<file path="config.mk">
export PLATFORM = sky130hd
export DESIGN_NAME = ir_line_classifier
export DESIGN_NICKNAME = d
export VERILOG_FILES = /design/src/rtl/ir_pkg.sv /design/src/rtl/flag_debounce.sv /design/src/rtl/ir_line_classifier.sv
export SDC_FILE = /design/constraint.sdc
export NUM_CORES = 1
export LEC_CHECK = 0
export CORE_MARGIN = 1
export CORE_UTILIZATION = 55
export CTS_BUF_LIST = sky130_fd_sc_hd__clkbuf_4
export CTS_CLUSTER_SIZE = 25
export DETAILED_ROUTE_END_ITERATION = 8
export PLACE_DENSITY = 0.83
export SETUP_SLACK_MARGIN = 0.5
export SLEW_MARGIN = 40
export SYNTH_ARGS = -nofsm -noshare
export SYNTH_HDL_FRONTEND = slang
export SYNTH_SLANG_ARGS = --single-unit
</file>
<file path="constraint.sdc">
create_clock -name WF_CLK -period 5.3 [get_ports WF_CLK]
set_clock_uncertainty 0.05 [all_clocks]
set_input_delay 0.53 -clock WF_CLK [delete_from_list [all_inputs] [get_ports WF_CLK]]
set_output_delay 0.53 -clock WF_CLK [all_outputs]
set_load 0.02 [all_outputs]
</file>
<file path="src/rtl/ir_pkg.sv">
// Shared definitions for the IR line classifier.
//   NUM_CH      number of IR channels
//   TTD_W_DEF   default width of one ttd value
//   cal_state_e calibration FSM encoding
//   *_MASK      line-pattern masks over ir_color
//   popcount4   helper for the left/right black counts
package ir_pkg;

  localparam int unsigned NUM_CH    = 8;
  localparam int unsigned TTD_W_DEF = 17;

  typedef enum logic [1:0] {
    StIdle,
    StWait,
    StScan,
    StCommit
  } cal_state_e;

  localparam logic [7:0] LEFT_MASK  = 8'hF0;
  localparam logic [7:0] RIGHT_MASK = 8'h0F;
  localparam logic [7:0] TRACK_MASK = 8'h18;

  function automatic logic [2:0] popcount4(input logic [3:0] v);
    return {2'b00, v[0]} + {2'b00, v[1]} + {2'b00, v[2]} + {2'b00, v[3]};
  endfunction

endpackage

</file>
<file path="src/rtl/flag_debounce.sv">
// Debounces one flag: out follows raw only after raw has differed from out
// for DB_CYCLES consecutive clocks.
//   clk   in  system clock (posedge)
//   rst_n in  asynchronous active-low reset
//   raw   in  undebounced flag
//   out   out debounced flag, 0 after reset
module flag_debounce #(
  parameter int unsigned DB_CYCLES = 1600000
) (
  input  logic clk,
  input  logic rst_n,
  input  logic raw,
  output logic out
);

  localparam int unsigned     CntW    = $clog2(DB_CYCLES + 1);
  localparam logic [CntW-1:0] CntLast = CntW'(DB_CYCLES - 1);

  logic [CntW-1:0] cnt_q, cnt_d;
  logic            out_q, out_d;

  always_comb begin
    cnt_d = cnt_q;
    out_d = out_q;
    if (raw == out_q) begin
      cnt_d = '0;
    end else if (cnt_q >= CntLast) begin
      out_d = raw;
      cnt_d = '0;
    end else begin
      cnt_d = cnt_q + 1'b1;
    end
  end

  always_ff @(posedge clk or negedge rst_n) begin
    if (!rst_n) begin
      cnt_q <= '0;
      out_q <= 1'b0;
    end else begin
      cnt_q <= cnt_d;
      out_q <= out_d;
    end
  end

  assign out = out_q;

endmodule

</file>
<file path="src/rtl/ir_line_classifier.sv">
// IR line classifier: calibrates a black/white threshold from sampled ttd values,
// classifies the 8 channels per sample and emits debounced line patterns.
// Optional feature: define IR_HYST_EN to compare each channel against threshold-HYST
// when it is currently black and threshold+HYST when white (saturating).
//   WF_CLK     in  system clock
//   rst_n      in  asynchronous active-low reset
//   ttd_bus    in  8 packed ttd values, ch0 in the low bits
//   sample_stb in  fresh sample on ttd_bus
//   cal_req    in  start calibration (ignored while busy)
//   cal_busy   out calibration in progress
//   cal_done   out pulse when the new threshold becomes visible
//   threshold  out active threshold
//   ir_color   out per-channel black flags, color_vld pulses on update
//   on_track/left/right/lost  out debounced patterns
//   left_sum/right_sum        out black counts of the upper/lower nibble
module ir_line_classifier
  import ir_pkg::*;
#(
  parameter int unsigned       TTD_W          = TTD_W_DEF,
  parameter int unsigned       CAL_SAMPLES    = 16,
  parameter int unsigned       DB_CYCLES      = 1600000,
  parameter logic [TTD_W-1:0]  THRESH_DEFAULT = TTD_W'(2000),
  parameter logic [TTD_W-1:0]  HYST           = TTD_W'(100)
) (
  input  logic                    WF_CLK,
  input  logic                    rst_n,
  input  logic [NUM_CH*TTD_W-1:0] ttd_bus,
  input  logic                    sample_stb,
  input  logic                    cal_req,
  output logic                    cal_busy,
  output logic                    cal_done,
  output logic [TTD_W-1:0]        threshold,
  output logic [NUM_CH-1:0]       ir_color,
  output logic                    color_vld,
  output logic                    on_track,
  output logic                    left,
  output logic                    right,
  output logic                    lost,
  output logic [2:0]              left_sum,
  output logic [2:0]              right_sum
);

`ifdef IR_HYST_EN
  localparam bit HystEn = 1'b1;
`else
  localparam bit HystEn = 1'b0;
`endif

  localparam int unsigned ChW = $clog2(NUM_CH);
  localparam int unsigned NW  = (CAL_SAMPLES > 1) ? $clog2(CAL_SAMPLES) : 1;
  localparam logic [NW-1:0]  NLast  = NW'(CAL_SAMPLES - 1);
  localparam logic [ChW-1:0] ChLast = ChW'(NUM_CH - 1);

  logic [TTD_W-1:0] ttd_ch [NUM_CH];
  logic [TTD_W-1:0] samp_q [NUM_CH];

  cal_state_e       state_q, state_d;
  logic [TTD_W-1:0] min_q, min_d, max_q, max_d;
  logic [TTD_W-1:0] thr_q, thr_d;
  logic [NW-1:0]    n_q, n_d;
  logic [ChW-1:0]   ch_q, ch_d;
  logic             done_q, done_d;
  logic             cap_en;
  logic [TTD_W-1:0] cal_val;
  logic [TTD_W+1:0] cal_sum;

  logic [NUM_CH-1:0] color_q, color_d;
  logic              vld_q;
  logic [TTD_W:0]    thr_up;
  logic [TTD_W-1:0]  thr_hi, thr_lo;

  for (genvar g = 0; g < NUM_CH; g++) begin : g_unpack
    assign ttd_ch[g] = ttd_bus[g*TTD_W +: TTD_W];
  end

  // Classification -------------------------------------------------------------------

  assign thr_up = {1'b0, thr_q} + {1'b0, HYST};
  assign thr_hi = thr_up[TTD_W] ? '1 : thr_up[TTD_W-1:0];
  assign thr_lo = (thr_q > HYST) ? (thr_q - HYST) : '0;

  always_comb begin
    color_d = '0;
    for (int i = 0; i < NUM_CH; i++) begin
      if (!HystEn) begin
        color_d[i] = ttd_ch[i] > thr_q;
      end else if (color_q[i]) begin
        color_d[i] = ttd_ch[i] > thr_lo;
      end else begin
        color_d[i] = ttd_ch[i] > thr_hi;
      end
    end
  end

  always_ff @(posedge WF_CLK or negedge rst_n) begin
    if (!rst_n) begin
      color_q <= '0;
      vld_q   <= 1'b0;
    end else begin
      vld_q <= sample_stb;
      if (sample_stb) color_q <= color_d;
    end
  end

  // Calibration FSM ------------------------------------------------------------------

  assign cal_val = samp_q[ch_q];
  // 3*min + max in TTD_W+2 bits cannot overflow; divide by 4 via the slice.
  assign cal_sum = ({2'b00, min_q} << 1) + {2'b00, min_q} + {2'b00, max_q};

  always_comb begin
    state_d = state_q;
    min_d   = min_q;
    max_d   = max_q;
    n_d     = n_q;
    ch_d    = ch_q;
    thr_d   = thr_q;
    done_d  = 1'b0;
    cap_en  = 1'b0;
    case (state_q)
      StIdle: begin
        if (cal_req) begin
          state_d = StWait;
          min_d   = '1;
          max_d   = '0;
          n_d     = '0;
        end
      end
      StWait: begin
        if (sample_stb) begin
          state_d = StScan;
          ch_d    = '0;
          cap_en  = 1'b1;
        end
      end
      StScan: begin
        if (cal_val < min_q) min_d = cal_val;
        if (cal_val > max_q) max_d = cal_val;
        ch_d = ch_q + 1'b1;
        if (ch_q == ChLast) begin
          if (n_q == NLast) begin
            state_d = StCommit;
          end else begin
            n_d     = n_q + 1'b1;
            state_d = StWait;
          end
        end
      end
      StCommit: begin
        thr_d   = cal_sum[TTD_W+1:2];
        done_d  = 1'b1;
        state_d = StIdle;
      end
      default: state_d = StIdle;
    endcase
  end

  always_ff @(posedge WF_CLK or negedge rst_n) begin
    if (!rst_n) begin
      state_q <= StIdle;
      min_q   <= '0;
      max_q   <= '0;
      n_q     <= '0;
      ch_q    <= '0;
      thr_q   <= THRESH_DEFAULT;
      done_q  <= 1'b0;
    end else begin
      state_q <= state_d;
      min_q   <= min_d;
      max_q   <= max_d;
      n_q     <= n_d;
      ch_q    <= ch_d;
      thr_q   <= thr_d;
      done_q  <= done_d;
    end
  end

  // Calibration works on a frozen copy so later samples cannot disturb a scan.
  always_ff @(posedge WF_CLK or negedge rst_n) begin
    if (!rst_n) begin
      for (int i = 0; i < NUM_CH; i++) samp_q[i] <= '0;
    end else if (cap_en) begin
      for (int i = 0; i < NUM_CH; i++) samp_q[i] <= ttd_ch[i];
    end
  end

  // Pattern debouncers ---------------------------------------------------------------

  logic track_raw, left_raw, right_raw, lost_raw;

  assign track_raw = (color_q & TRACK_MASK) == TRACK_MASK;
  assign left_raw  = (color_q & LEFT_MASK) == LEFT_MASK;
  assign right_raw = (color_q & RIGHT_MASK) == RIGHT_MASK;
  assign lost_raw  = color_q == '0;

  flag_debounce #(.DB_CYCLES(DB_CYCLES)) u_db_track (
    .clk(WF_CLK), .rst_n(rst_n), .raw(track_raw), .out(on_track)
  );
  flag_debounce #(.DB_CYCLES(DB_CYCLES)) u_db_left (
    .clk(WF_CLK), .rst_n(rst_n), .raw(left_raw), .out(left)
  );
  flag_debounce #(.DB_CYCLES(DB_CYCLES)) u_db_right (
    .clk(WF_CLK), .rst_n(rst_n), .raw(right_raw), .out(right)
  );
  flag_debounce #(.DB_CYCLES(DB_CYCLES)) u_db_lost (
    .clk(WF_CLK), .rst_n(rst_n), .raw(lost_raw), .out(lost)
  );

  // Outputs --------------------------------------------------------------------------

  assign cal_busy  = state_q != StIdle;
  assign cal_done  = done_q;
  assign threshold = thr_q;
  assign ir_color  = color_q;
  assign color_vld = vld_q;
  assign left_sum  = popcount4(color_q[7:4]);
  assign right_sum = popcount4(color_q[3:0]);

endmodule

</file>
==> results of run 1 <==
area by class of cell:
| type | instances | area share, % |
|---|---|---|
| inverter | 97 | 1.72 |
| clock buffer | 119 | 4.20 |
| sequential | 294 | 34.6 |
| clock inverter | 22 | 0.547 |
| antenna | 1 | 0.0118 |
| timing repair buffer | 189 | 9.12 |
| tap | 435 | 2.56 |
| multi-input combinational | 1199 | 47.2 |
path summary, 6_finish.rpt:
check                                endpoint  slack (ns)  depth (start not counted)
setup / recovery                    min_q[11]        1.37                         10
hold / removal                     samp_q[61]        0.25                          2
setup reg to reg                    min_q[11]        1.37                         10
hold reg to reg                  threshold[7]        0.42                          2
max in group asynchronous  u_db_lost.cnt_q[9]        3.65                          4
min in group WF_CLK                samp_q[51]        0.38                          3
what timing repair did:
action,in CTS,in global routing
setup endpoints to repair,0,0
hold buffers,1,0
gates resized for setup,0,0
endpoints found under the hold margin,51,0
critical path, stage by stage, from the launching register on:
cell	delay (ns)
dfrtp_2	0.75
buf_4	0.31
mux4_2	0.52
mux2_2	0.35
ha_1	0.31
a21oi_1	0.19
o21ai_0	0.11
a221o_1	0.38
a21o_1	0.21
a31oi_4	0.48
o22a_1	0.22
routing by layer:
layer	GRT usage (%)	share of wire [%]	vias to the layer above
met3	5.12	6.1	167
met2	50.9	48	560
met5	0	0	-
li1	-	-	6425
met1	38.1	41	7042
met4	16.0	5.2	0
per-stage QoR:
step	utilization, %	power (mW)
4_1_cts	66.6	12.7
3_3_place_gp	63.3	10.3
6_report	66.7	12.8
5_1_grt	66.7	13.7
2_1_floorplan	-	8.43
3_5_place_dp	63.4	10.6
synth_stat cells (8+ instances only):
cell / count / area, µm²
dfrtp_1: 288 / 7210
ha_1: 200 / 2500
nor2_1: 137 / 514
mux2_1: 131 / 1480
nand2_1: 105 / 394
inv_1: 91 / 342
a21oi_1: 68 / 340
nand3_1: 58 / 290
xor2_1: 55 / 482
nand4_1: 50 / 313
a21o_1: 38 / 285
o21ai_1: 37 / 185
mux4_2: 34 / 766
xnor2_1: 34 / 298
clkbuf_1: 32 / 120
and3_1: 22 / 138
mux2i_1: 21 / 210
fa_1: 19 / 380
mux2_2: 17 / 191
o22a_1: 17 / 149
o21ai_0: 16 / 80.1
nor3_1: 14 / 70.1
buf_1: 12 / 45.0
a31oi_1: 11 / 68.8
nor2b_1: 11 / 68.8
or4_1: 10 / 75.1
a2111oi_0: 8 / 70.1
sequential cells by signal, indices dropped and copies added, names as in the netlist:
name	count
u_db_left.cnt_q	21
state_q	2
n_q	4
u_db_track.out	1
u_db_right.cnt_q	21
color_vld	1
ch_q	3
max_q	17
u_db_right.out	1
min_q	17
u_db_lost.cnt_q	21
samp_q	136
u_db_left.out	1
threshold	17
cal_done	1
u_db_track.cnt_q	21
u_db_lost.out	1
ir_color	8
power groups by stage:
stage | Sequential [mW] | Combinational, mW | Clock (mW)
6_report | 3.87 | 6.89 | 2.05
2_1_floorplan | 3.52 | 4.91 | 0
3_5_place_dp | 3.88 | 6.71 | 0
3_3_place_gp | 3.84 | 6.42 | 0
5_1_grt | 3.92 | 7.61 | 2.21
4_1_cts | 3.84 | 6.78 | 2.09
logic make-up (layout without fill, tap and decap cells):
family | count (synthesis) | after routing | share of synthesized area, %
mux | 203 | 203 | 14.7
flops | 294 | 294 | 41.0
xor+xnor | 89 | 89 | 4.34
fa+ha+maj | 219 | 219 | 16.0
buf+inv | 147 | 427 | 3.22
other cells | 0 | 1 | 0
compound gates | 251 | 251 | 9.16
simple gates | 437 | 437 | 11.6
==> impl_metrics.csv, run 1 <==
group,metric,value,unit
clock_tree,clockBufferDepth,3,
cells_and_area,layout_commonest_cell,"dfrtp_1",
critical_path,start_kind,"flip-flop",
floorplanning,core,31900,µm²
power_and_ir_drop,vdd_ir_drop_max,0.400,mV
status,outcome,"completed",
clock_tree,cts-root-buf,"clkbuf_4",
sta,slew_headroom,45.6,%
cells_and_area,instances_no_fill,2356,
yosys,synthArstFlopShare,100,%
yosys,synth_nets,1999,
critical_path,crit_path_end_kind,"flip-flop",
sta,hold_violations,0,
power_and_ir_drop,power_switching,5.58,mW
cells_and_area,multiInputGateArea,10000,µm²
cells_and_area,nets,2221,
yosys,synth-main-ff-cell,"dfrtp_1",
clock_tree,clk_pin_slew,0.06,ns
clock_tree,cts_tree,"built",
place,detailedPlace.worstSlack,1.40,ns
global_routing,grt_max_degree,93,
power_and_ir_drop,combPwrFrac,53.7,%
sta,tns,0,ns
place,place_area,20200,µm²
sta,fin_crit_sh,74.2,%
sta,max_freq,254,MHz
floorplanning,rows,65,
yosys,ys_seq_elements,294,
place,io_buffer_count,177,
clock_tree,h-tree-depth,3,
global_routing,antenna_found_initial,1,
route,drtPass1Iterations,7,
cells_and_area,seqCellArea,7370,µm²
cells_and_area,final_cell_mix,"dfrtp_1, ha_1, clkdlybuf4s50_1",
global_routing,grt_pass1_vias,14600,
route,via_count,14200,
hold_path,min_path_type,"primary input to asynchronous set/reset pin",
sta,period_minus_slack,3.93,ns
cells_and_area,nFillCells,2419,
sta,setup_ws,1.37,ns
route,wl,49.2,mm
floorplanning,dieArea,33400,µm²
yosys,syn_area_per_cell,11.0,µm²
route,post_drt_wl_per_cell,20.9,µm
yosys,yosysSeqAreaShare,41.0,%
route,drc,0,
sta,tightestPinTransition,0.811,ns
place,placedCellCount,2212,
yosys,ys_types,63,
critical_path,crit_start,"ch_q[0]",
power_and_ir_drop,intPower,7.24,mW
yosys,yosysWarnings,0,
route,drtIter0Drc,945,
clock_tree,cts.sinks,294,
sta,setup_viol,0,
place,gp_congestion,0.956,
cells_and_area,syn_to_final_growth,18.4,%
clock_tree,cts_buffers,81,
route,drtAntennaViolNets,0,
floorplanning,io_pins,178,
critical_path,critPathMaxFanout,20,
power_and_ir_drop,swShare,43.5,%
global_routing,grt-ovfl-total,0,
sta,finalMaxSlewViolations,0,
critical_path,critPathRequiredTime,5.89,ns
critical_path,worst-setup-path-type,"flip-flop to flip-flop",
floorplanning,initial_utilization,56.4,%
yosys,synth_cells,1640,
critical_path,rr_startpoint,"ch_q[0]",
global_routing,gr-usage-all-layers,30.5,%
global_routing,grt_pass1_wl,77.9,mm
power_and_ir_drop,power_density,602,nW/µm²
yosys,syn_area,18000,µm²
critical_path,arrival,4.53,ns
yosys,synth_edf_count,0,
sta,rsz0062_at_grt,"false",
sta,whs,0.253,ns
power_and_ir_drop,p_leak,9.52,nW
floorplanning,fp.dieW,183,µm
route,viasPerCell,6.02,
run,max_cap_violations,0,
cells_and_area,drive_above_1_share,11.1,%
power_and_ir_drop,power_frac_seq,30.2,%
floorplanning,die_y,183,µm
power_and_ir_drop,p_clk_share,16.0,%
cells_and_area,stdcell_area,21300,µm²
place,hpwl,37.9,mm
clock_tree,clk_latency,0.73,ns
clock_tree,postCtsSetupRepairBufs,0,
Note: power is estimated with default switching activity, not from simulation.
==> run 2, diff against run 1 <==
clock period = 3.81 ns   (was 5.3 ns; I/O delays follow)
==> run 2 against run 1 <==
Sequential power grew 34%. Worst setup slack got worse by 1.0 ns. Global-route usage increased by 0.27 points. Sequential cell count unchanged. Die area unchanged. Register-to-register slack worse by 1.0 ns. Critical path type unchanged. Largest cell class unchanged. Highest routed layer unchanged.
==> impl_metrics.csv, run 2 (same netlist as run 1, synthesis figures left out) <==
group,metric,value,unit
clock_tree,cts_tree,"built",
global_routing,gr-usage-all-layers,30.7,%
hold_path,min_path_type,"primary input to asynchronous set/reset pin",
floorplanning,core,31900,µm²
sta,setup_ws,0.339,ns
clock_tree,clk_pin_slew,0.07,ns
route,drtPass1Iterations,5,
global_routing,grt_pass1_wl,78.7,mm
critical_path,start_kind,"flip-flop",
clock_tree,cts-root-buf,"clkbuf_4",
global_routing,antenna_found_initial,2,
critical_path,critPathRequiredTime,4.45,ns
place,gp_congestion,0.918,
floorplanning,rows,65,
route,drtIter0Drc,1086,
cells_and_area,layout_commonest_cell,"dfrtp_1",
cells_and_area,drive_above_1_share,13.7,%
power_and_ir_drop,power_switching,8.34,mW
critical_path,worst-setup-path-type,"flip-flop to flip-flop",
global_routing,grt-ovfl-total,0,
critical_path,arrival,4.11,ns
power_and_ir_drop,p_leak,9.79,nW
cells_and_area,stdcell_area,22100,µm²
sta,rsz0062_at_grt,"true",
route,post_drt_wl_per_cell,21.6,µm
place,detailedPlace.worstSlack,0.393,ns
floorplanning,fp.dieW,183,µm
sta,hold_violations,0,
critical_path,crit_path_end_kind,"flip-flop",
power_and_ir_drop,swShare,43.2,%
power_and_ir_drop,p_clk_share,15.2,%
clock_tree,clockBufferDepth,3,
route,wl,51.6,mm
cells_and_area,nFillCells,2239,
route,viasPerCell,6.04,
cells_and_area,instances_no_fill,2390,
sta,setup_viol,0,
cells_and_area,largest_register,"samp_q",
cells_and_area,final_cell_mix,"dfrtp_1, ha_1, clkdlybuf4s50_1",
floorplanning,die_y,183,µm
floorplanning,initial_utilization,56.4,%
power_and_ir_drop,total_power,19.3,mW
sta,period_minus_slack,3.47,ns
clock_tree,clk_latency,0.77,ns
route,drtAntennaViolNets,0,
sta,tns,0,ns
floorplanning,dieArea,33400,µm²
power_and_ir_drop,combPwrFrac,58.0,%
power_and_ir_drop,intPower,11.0,mW
critical_path,critPathMaxFanout,7,
power_and_ir_drop,power_density,875,nW/µm²
cells_and_area,multiInputGateArea,10400,µm²
place,placedCellCount,2220,
place,io_buffer_count,177,
floorplanning,io_pins,178,
critical_path,crit_start,"ch_q[0]",
cells_and_area,syn_to_final_growth,22.8,%
place,hpwl,37.4,mm
critical_path,rr_startpoint,"ch_q[0]",
global_routing,grt_pass1_vias,14600,
global_routing,grt_max_degree,105,
sta,slew_headroom,45.4,%
sta,tightestPinTransition,0.798,ns
clock_tree,cts.sinks,294,
power_and_ir_drop,vdd_ir_drop_max,0.630,mV
place,place_area,20300,µm²
power_and_ir_drop,power_frac_seq,26.8,%
route,drc,0,
run,max_cap_violations,0,
cells_and_area,nets,2253,
clock_tree,h-tree-depth,3,
status,outcome,"completed",
cells_and_area,seqCellArea,7370,µm²
sta,fin_crit_sh,91.1,%
sta,max_freq,288,MHz
cells_and_area,largest_reg_flops,136,
sta,finalMaxSlewViolations,0,
clock_tree,cts_buffers,80,
route,via_count,14400,
-- run 2: path summary, 6_finish.rpt --
kind / endpoint / slack (ns) / cells after the start
worst max-delay path: min_q[4] / 0.34 / 12
worst min-delay path: samp_q[43] / 0.09 / 2
worst max register to register: min_q[4] / 0.34 / 12
worst min register to register: threshold[7] / 0.43 / 2
max in group asynchronous: threshold[9] / 2.58 / 4
min in group WF_CLK: samp_q[85] / 0.19 / 3
-- run 2: power groups by stage --
| stage | clock network [mW] | logic [mW] | registers [mW] |
|---|---|---|---|
| after detailed placement | 0 | 9.63 | 5.18 |
| after CTS | 2.99 | 9.86 | 5.13 |
| after global placement | 0 | 9.17 | 5.13 |
| after global routing | 3.18 | 12.1 | 5.26 |
| after floorplan | 0 | 6.87 | 4.89 |
| final | 2.94 | 11.2 | 5.18 |
-- run 2: final cells by class --
type	instances	share of cell area, %
Timing Repair Buffer	220	10.8
Multi-Input combinational cell	1201	46.9
Clock inverter	30	0.953
Clock buffer	111	3.78
Antenna cell	2	0.0227
Tap cell	435	2.47
Inverter	97	1.66
Sequential cell	294	33.4
-- run 2: what timing repair did --
item,4_1_cts,5_1_grt
hold buffers,1,0
buffers inserted,3,15
setup endpoints to repair,32,38
pin swaps,3,21
gates resized for setup,10,54
hold endpoints to repair,98,0
gates cloned,2,5
-- run 2: metrics by stage --
stage | utilization (%) | hold slack [ns]
global route | 69.2 | 0.0826
finish | 69.2 | 0.0913
detailed placement | 63.7 | 0.420
floorplan | - | 0.0354
CTS | 67.4 | 0.133
global placement | 63.7 | 0.410
-- run 2: worst max-delay path, cell delays in order, from the launching register on --
cell	delay [ns]
dfrtp_2	0.46
buf_12	0.14
buf_12	0.13
mux4_2	0.53
mux2_4	0.33
ha_4	0.23
a21oi_1	0.15
o21ai_0	0.11
a221o_1	0.39
a21o_1	0.20
a31oi_4	0.27
clkbuf_16	0.21
o22a_1	0.16
-- run 2: layer usage --
| layer | vias to the layer above | track usage [%] | part of all wire [%] |
|---|---|---|---|
| met5 | - | 0 | 0 |
| met4 | 0 | 17.1 | 5.3 |
| met3 | 166 | 6.43 | 7.1 |
| met2 | 637 | 49.7 | 47 |
| met1 | 7135 | 38.6 | 40 |
| li1 | 6507 | - | - |
